$ cat config.mk
export PLATFORM = sky130hd
export DESIGN_NAME = data_mem_resp_flat
export DESIGN_NICKNAME = d
export VERILOG_FILES = /design/src/rtl/data_mem_resp_pkg.sv /design/src/rtl/data_mem_resp_if.sv /design/src/rtl/data_mem_resp_mem_array_32b.sv /design/src/rtl/data_mem_resp.sv /design/src/flat_wrapper.sv
export SDC_FILE = /design/constraint.sdc
export NUM_CORES = 2
export LEC_CHECK = 0
export ABC_AREA = 0
export CAP_MARGIN = 10
export CORE_MARGIN = 3
export CORE_UTILIZATION = 45
export CTS_CLUSTER_DIAMETER = 50
export DETAILED_ROUTE_END_ITERATION = 6
export DONT_BUFFER_PORTS = 1
export HOLD_SLACK_MARGIN = 0.06
export SLEW_MARGIN = 30
export SYNTH_ARGS = -nofsm -noshare
export SYNTH_HDL_FRONTEND = slang
export SYNTH_SLANG_ARGS = --single-unit
$ cat constraint.sdc
create_clock -name clk -period 72.8 [get_ports clk]
set_input_delay 14.56 -clock clk [delete_from_list [all_inputs] [get_ports clk]]
set_output_delay 14.56 -clock clk [all_outputs]
set_load 0.02 [all_outputs]
$ cat src/rtl/data_mem_resp_pkg.sv
// Shared types and constants for the multi-cycle data-memory responder.
// State encoding, op codes, counter width and the address legality check.
package data_mem_resp_pkg;

  localparam int WORD_W = 32;
  localparam int CNT_W  = 4;

  typedef enum logic [1:0] {
    ST_IDLE = 2'b00,
    ST_BUSY = 2'b01,
    ST_DONE = 2'b10
  } state_t;

  typedef enum logic {
    OP_READ  = 1'b0,
    OP_WRITE = 1'b1
  } op_t;

  // Misaligned byte address, or any bit set above the word-index field.
  function automatic logic addr_bad(input logic [WORD_W-1:0] adr, input int addr_w);
    return (adr[1:0] != 2'b00) || ((adr >> (addr_w + 2)) != '0);
  endfunction

endpackage

$ cat src/rtl/data_mem_resp_if.sv
// Datapath-to-data-memory port: address, store data, strobes, load data and status.
// Strobes are held by the master until the one-cycle ready pulse.
interface data_mem_resp_if;
  import data_mem_resp_pkg::*;

  logic [WORD_W-1:0] adr;
  logic [WORD_W-1:0] wr_data;
  logic              mem_read;
  logic              mem_write;
  logic [WORD_W-1:0] rd_data;
  logic              ready;
  logic              err;
  logic              busy;

  modport master (
    output adr, wr_data, mem_read, mem_write,
    input  rd_data, ready, err, busy
  );

  modport slave (
    input  adr, wr_data, mem_read, mem_write,
    output rd_data, ready, err, busy
  );

endinterface

$ cat src/rtl/data_mem_resp_mem_array_32b.sv
// DEPTH x 32 word storage: synchronous write, combinational read, async clear.
// Single shared index for read and write; no backpressure.
module mem_array_32b
  import data_mem_resp_pkg::*;
#(
  parameter int DEPTH  = 64,
  parameter int ADDR_W = 6
) (
  input  logic              clk,
  input  logic              rst,
  input  logic              we_i,
  input  logic [ADDR_W-1:0] addr_i,
  input  logic [WORD_W-1:0] wdata_i,
  output logic [WORD_W-1:0] rdata_o
);

  logic [WORD_W-1:0] mem_q [DEPTH];

  always_ff @(posedge clk or posedge rst) begin
    if (rst) begin
      for (int i = 0; i < DEPTH; i++) begin
        mem_q[i] <= '0;
      end
    end else if (we_i) begin
      mem_q[addr_i] <= wdata_i;
    end
  end

  assign rdata_o = mem_q[addr_i];

endmodule

$ cat src/rtl/data_mem_resp.sv
// Data-memory responder: latches one request, accesses after LATENCY cycles, pulses ready.
// Turnaround LATENCY+1 cycles; requests are only accepted in IDLE (busy high otherwise).
module data_mem_resp
  import data_mem_resp_pkg::*;
#(
  parameter int DEPTH   = 64,
  parameter int ADDR_W  = 6,
  parameter int LATENCY = 2
) (
  input  logic           clk,
  input  logic           rst,
  data_mem_resp_if.slave bus
);

  if (LATENCY < 1 || LATENCY > 15) begin : g_bad_latency
    $fatal(1, "data_mem_resp: LATENCY must be in 1..15");
  end
  if (DEPTH < 2 || (DEPTH & (DEPTH - 1)) != 0 || ADDR_W != $clog2(DEPTH)) begin : g_bad_depth
    $fatal(1, "data_mem_resp: DEPTH must be a power of two >= 2 and ADDR_W = log2(DEPTH)");
  end

  state_t            state_q;
  op_t               op_q;
  logic [WORD_W-1:0] adr_q;
  logic [WORD_W-1:0] wdat_q;
  logic [CNT_W-1:0]  cnt_q;
  logic [WORD_W-1:0] rd_data_q;
  logic              ready_q;
  logic              err_q;
  logic              busy_q;

  logic              acc_err_d;
  logic              mem_we_d;
  logic [WORD_W-1:0] mem_rdata;

  assign acc_err_d = addr_bad(adr_q, ADDR_W);
  assign mem_we_d  = (state_q == ST_BUSY) && (cnt_q == '0) && (op_q == OP_WRITE) && !acc_err_d;

  mem_array_32b #(
    .DEPTH  (DEPTH),
    .ADDR_W (ADDR_W)
  ) u_mem (
    .clk     (clk),
    .rst     (rst),
    .we_i    (mem_we_d),
    .addr_i  (adr_q[ADDR_W+1:2]),
    .wdata_i (wdat_q),
    .rdata_o (mem_rdata)
  );

  always_ff @(posedge clk or posedge rst) begin
    if (rst) begin
      state_q   <= ST_IDLE;
      op_q      <= OP_READ;
      adr_q     <= '0;
      wdat_q    <= '0;
      cnt_q     <= '0;
      rd_data_q <= '0;
      ready_q   <= 1'b0;
      err_q     <= 1'b0;
      busy_q    <= 1'b0;
    end else begin
      case (state_q)
        ST_BUSY: begin
          if (cnt_q != '0) begin
            cnt_q <= cnt_q - CNT_W'(1);
          end else begin
            state_q <= ST_DONE;
            ready_q <= 1'b1;
            err_q   <= acc_err_d;
            // Errors zero the load data; valid writes leave it untouched.
            if (acc_err_d) begin
              rd_data_q <= '0;
            end else if (op_q == OP_READ) begin
              rd_data_q <= mem_rdata;
            end
          end
        end
        ST_DONE: begin
          state_q <= ST_IDLE;
          ready_q <= 1'b0;
          err_q   <= 1'b0;
          busy_q  <= 1'b0;
        end
        default: begin
          // IDLE, and the unreachable 2'b11 encoding, behave identically.
          state_q <= ST_IDLE;
          ready_q <= 1'b0;
          err_q   <= 1'b0;
          busy_q  <= 1'b0;
          if (bus.mem_read || bus.mem_write) begin
            op_q    <= bus.mem_write ? OP_WRITE : OP_READ;
            adr_q   <= bus.adr;
            wdat_q  <= bus.wr_data;
            cnt_q   <= CNT_W'(LATENCY - 1);
            state_q <= ST_BUSY;
            busy_q  <= 1'b1;
          end
        end
      endcase
    end
  end

  assign bus.rd_data = rd_data_q;
  assign bus.ready   = ready_q;
  assign bus.err     = err_q;
  assign bus.busy    = busy_q;

endmodule

$ cat src/flat_wrapper.sv
// flat-port wrapper written by rule: the top's interface ports become plain ports
module data_mem_resp_flat import data_mem_resp_pkg::*;
#(
  parameter int DEPTH   = 64,
  parameter int ADDR_W  = 6,
  parameter int LATENCY = 2
)
  (clk, rst, bus_adr, bus_wr_data, bus_mem_read, bus_mem_write, bus_rd_data, bus_ready, bus_err, bus_busy);
  data_mem_resp_if bus_i ();
  input  logic clk;
  input  logic rst;
  input wire logic [$bits(bus_i.adr)-1:0] bus_adr;
  input wire logic [$bits(bus_i.wr_data)-1:0] bus_wr_data;
  input wire logic [$bits(bus_i.mem_read)-1:0] bus_mem_read;
  input wire logic [$bits(bus_i.mem_write)-1:0] bus_mem_write;
  output wire logic [$bits(bus_i.rd_data)-1:0] bus_rd_data;
  output wire logic [$bits(bus_i.ready)-1:0] bus_ready;
  output wire logic [$bits(bus_i.err)-1:0] bus_err;
  output wire logic [$bits(bus_i.busy)-1:0] bus_busy;
  assign bus_i.adr = bus_adr;
  assign bus_i.wr_data = bus_wr_data;
  assign bus_i.mem_read = bus_mem_read;
  assign bus_i.mem_write = bus_mem_write;
  assign bus_rd_data = bus_i.rd_data;
  assign bus_ready = bus_i.ready;
  assign bus_err = bus_i.err;
  assign bus_busy = bus_i.busy;
  data_mem_resp #(.DEPTH(DEPTH), .ADDR_W(ADDR_W), .LATENCY(LATENCY)) u_core (.clk(clk), .rst(rst), .bus(bus_i));
endmodule
==> metrics.txt <==
crit-path most repeated cell buf_6; pre-CTS WS 52660 ps; height of the die 468 um; number of placement rows 169; endpoint of the worst-slack reg-to-reg timing path u_core.bus.rd_data[17]; total number of nets in the final design 6387; part of the Yosys area used for sequential elements 56.1%; number of global-route vias before repair 61300; deepest clock path buffer count 4; transition at the pin with the smallest max-transition slack 998 ps; total count of max-transition violations in the final report 0; number of clock sinks 2154; instance count after placement with tap cells included 8854; Sum Neg Setup Slack 0 ps; cell breakdown of the critical path clkinvlp_4, buf_6, buf_6, buf_12, buf_6, buf_4, buf_4; antenna viol nets, final 0; number of warnings reported in the yosys synthesis log 0; # DRC 0; cts repair resizes 0; layout cell share with drive strength beyond 1 45.4%; Horiz. Die Dim 468 um; H-tree depth 5; result of the run complete, no violations; final critical path time including I/O delays and setup 18420 ps; Setup violations, final 0; number of unique standard cell types used by synthesis 62; endpoints failing hold 0; routed vias 58300; Overall Global Routing Usage 26.1%; category of the critical setup timing path in2async; standard cell with the maximum stage delay on the critical path buf_4; pwr/cell area 31.5 mW/mm^2; placeable core region 0.212 mm^2; post-synth net total 6611; top_reg_cell synth dfrtp_1; wire length of the first global-routing pass 423000 um; placed standard-cell area 0.0989 mm^2; die footprint 0.219 mm^2; CTS clock-pin slew for the worst setup and hold paths 60 ps; number of standard cells in the layout, taps in and fillers out 9333; number of buffers inserted by hold repair at cts 0; Worst EP required 73740 ps; largest fanout of any net on the critical path 153; detailed router's first-iteration violation count 5197; slowest stage delay, CP 790 ps; Synth Area per Inst 14.7 um^2; Top Ports 103; R2R Path Start u_core.adr_q[4]; Critical Path Start rst; maximum number of pins on one net before global-route repair 189; number of instances in the synthesized netlist 6539; max-cap violation count 0; type of element launching the critical path input port; global placement routability congestion 0.797; clock tree from TritonCTS built; Routed WL per cell 30.6 um; cell at the root of the clock tree clkbuf_16; type of the worst min-delay path reg2reg; cell depth of the worst flop-to-flop path 9; Post-synth ARST share 100%; worst IR drop on VDD 62.3 uV; synth-to-layout area growth 12.4%; CTS Buf Count 275; endpoint arrival time on the critical path 19370 ps; Clk Latency, worst-skew pair 920 ps; total iterations of the first detailed-routing run 5; slack of the worst reg-to-reg path 67030 ps; Setup Fix Bufs, Post-CTS 0; Static Leak 51.7 nW; unrepaired setup endpoints after global routing false; leftover overflow at the end of global routing 0; Netlist Area Pre-Place 0.0961 mm^2; final non-filler cell area 0.108 mm^2; number of vias per cell 6.24; achievable clock frequency 0.0543 GHz; wire length after detailed routing 286000 um; count of input and output buffers 0; antenna violations before repair 12; worst setup path endpoint u_core.u_mem.mem_q[72]; clk_skew 60.7 ps; Yosys reg bits 2154; headroom to the max-slew limit 32.6%; initial core utilization 45.3%; EDFF count, synth 0; final period utilization 25.3%; slack of the critical path 54380 ps; placed wire-length estimate after detailed placement 157000 um; type of destination of the critical path asynchronous set/reset pin
## cells in the mapped netlist, types with 31 or more instances
master / instances / share of area (%)
a21oi_1: 31 / 0.16
a221o_1: 32 / 0.33
a221oi_1: 136 / 1.2
a22o_1: 34 / 0.31
a22oi_1: 235 / 1.8
buf_1: 62 / 0.24
buf_2: 219 / 1.1
clkbuf_1: 406 / 1.6
dfrtp_1: 2154 / 56
mux2_1: 160 / 1.9
mux2_2: 1924 / 23
mux2i_1: 263 / 2.7
mux4_2: 250 / 5.9
nand2_1: 44 / 0.17
nand3_1: 38 / 0.20
nor2_1: 92 / 0.36
nor3_1: 63 / 0.33
o21ai_0: 46 / 0.24
o22ai_1: 183 / 1.2
## critical path: cells and delay by family
| kind | cells | cell delay, ps |
|---|---|---|
| buf+inv | 7 | 4350 |
## flip-flops by register name (all words and copies together) (netlist names)
name / flops
u_core.cnt_q: 4
u_core.bus.busy: 1
u_core.bus.ready: 1
u_core.bus.rd_data: 32
u_core.adr_q: 32
u_core.wdat_q: 32
u_core.u_mem.mem_q: 2048
u_core.bus.err: 1
u_core.op_q: 1
u_core.state_q: 2
## area by class of cell
class	count	area, um^2
Fill cell	17900	104000
Sequential cell	2154	54000
Multi-Input combinational cell	3685	39900
Clock buffer	385	8050
Tap cell	2821	3530
Timing Repair Buffer	189	1670
Clock inverter	82	895
Inverter	10	42.5
Antenna cell	7	17.5
## worst min path at each step
stage	end	from	slack, ps	depth (start not counted)
global route	u_core.u_mem.mem_q[1800]	u_core.u_mem.mem_q[1800]	490	1
floorplan	u_core.u_mem.mem_q[2015]	u_core.u_mem.mem_q[2015]	450	1
detailed placement	u_core.u_mem.mem_q[1796]	u_core.u_mem.mem_q[1796]	470	1
CTS	u_core.u_mem.mem_q[1796]	u_core.u_mem.mem_q[1796]	480	1
finish	u_core.u_mem.mem_q[1796]	u_core.u_mem.mem_q[1796]	480	1
global placement	u_core.u_mem.mem_q[1812]	u_core.u_mem.mem_q[1812]	460	1
## metal layers
| layer | share of wire (%) | up-vias | global-route usage (%) |
|---|---|---|---|
| met4 | 2.7 | 2 | 7.24 |
| li1 | - | 24000 | - |
| met2 | 46 | 1828 | 40.5 |
| met3 | 6.7 | 439 | 5.48 |
| met5 | 0.0042 | - | 0 |
| met1 | 45 | 32000 | 37.3 |
## through the flow
| step | hold WS [ps] | utilization, % | power [mW] |
|---|---|---|---|
| floorplan | 450 | - | 1.76 |
| global placement | 463 | 46.6 | 2.07 |
| detailed placement | 471 | 46.6 | 2.08 |
| CTS | 484 | 50.8 | 3.42 |
| global route | 491 | 50.9 | 3.52 |
| finish | 483 | 50.9 | 3.40 |
## cells in the final DEF, fill, tap and decap left out, drive strengths merged, types with 4 or more instances in the layout
cell type and instances:
a21oi 31, a221o 32, a221oi 136, a22o 34
a22oi 235, a32o 4, a41oi 30, and2 6
buf 189, bufinv 14, clkbuf 385, clkinv 44
clkinvlp 12, dfrtp 2154, diode 7, ha 4
inv 22, mux2 2114, mux2i 263, mux4 250
nand2 44, nand2b 5, nand3 39, nand4 6
nor2 93, nor2b 8, nor3 64, nor3b 4
nor4 10, o21ai 46, o22ai 183, o31ai 6
or3 5
## cells by family after synthesis
family / count (synthesis) / share of synthesized area [%]
mux: 2627 / 33.5
flops: 2154 / 56.1
compound gates: 754 / 5.83
buf+inv: 700 / 3.04
simple gates: 300 / 1.54
fa+ha+maj: 4 / 0.0521
## where the power goes
group	total (mW)	switching, mW	internal, mW	leakage (nW)
Clock	1.34	0.519	0.820	4.39
Sequential	1.27	0.0540	1.22	29.9
Combinational	0.790	0.600	0.190	17.4
No activity file was read; power rests on OpenSTA's default activity.
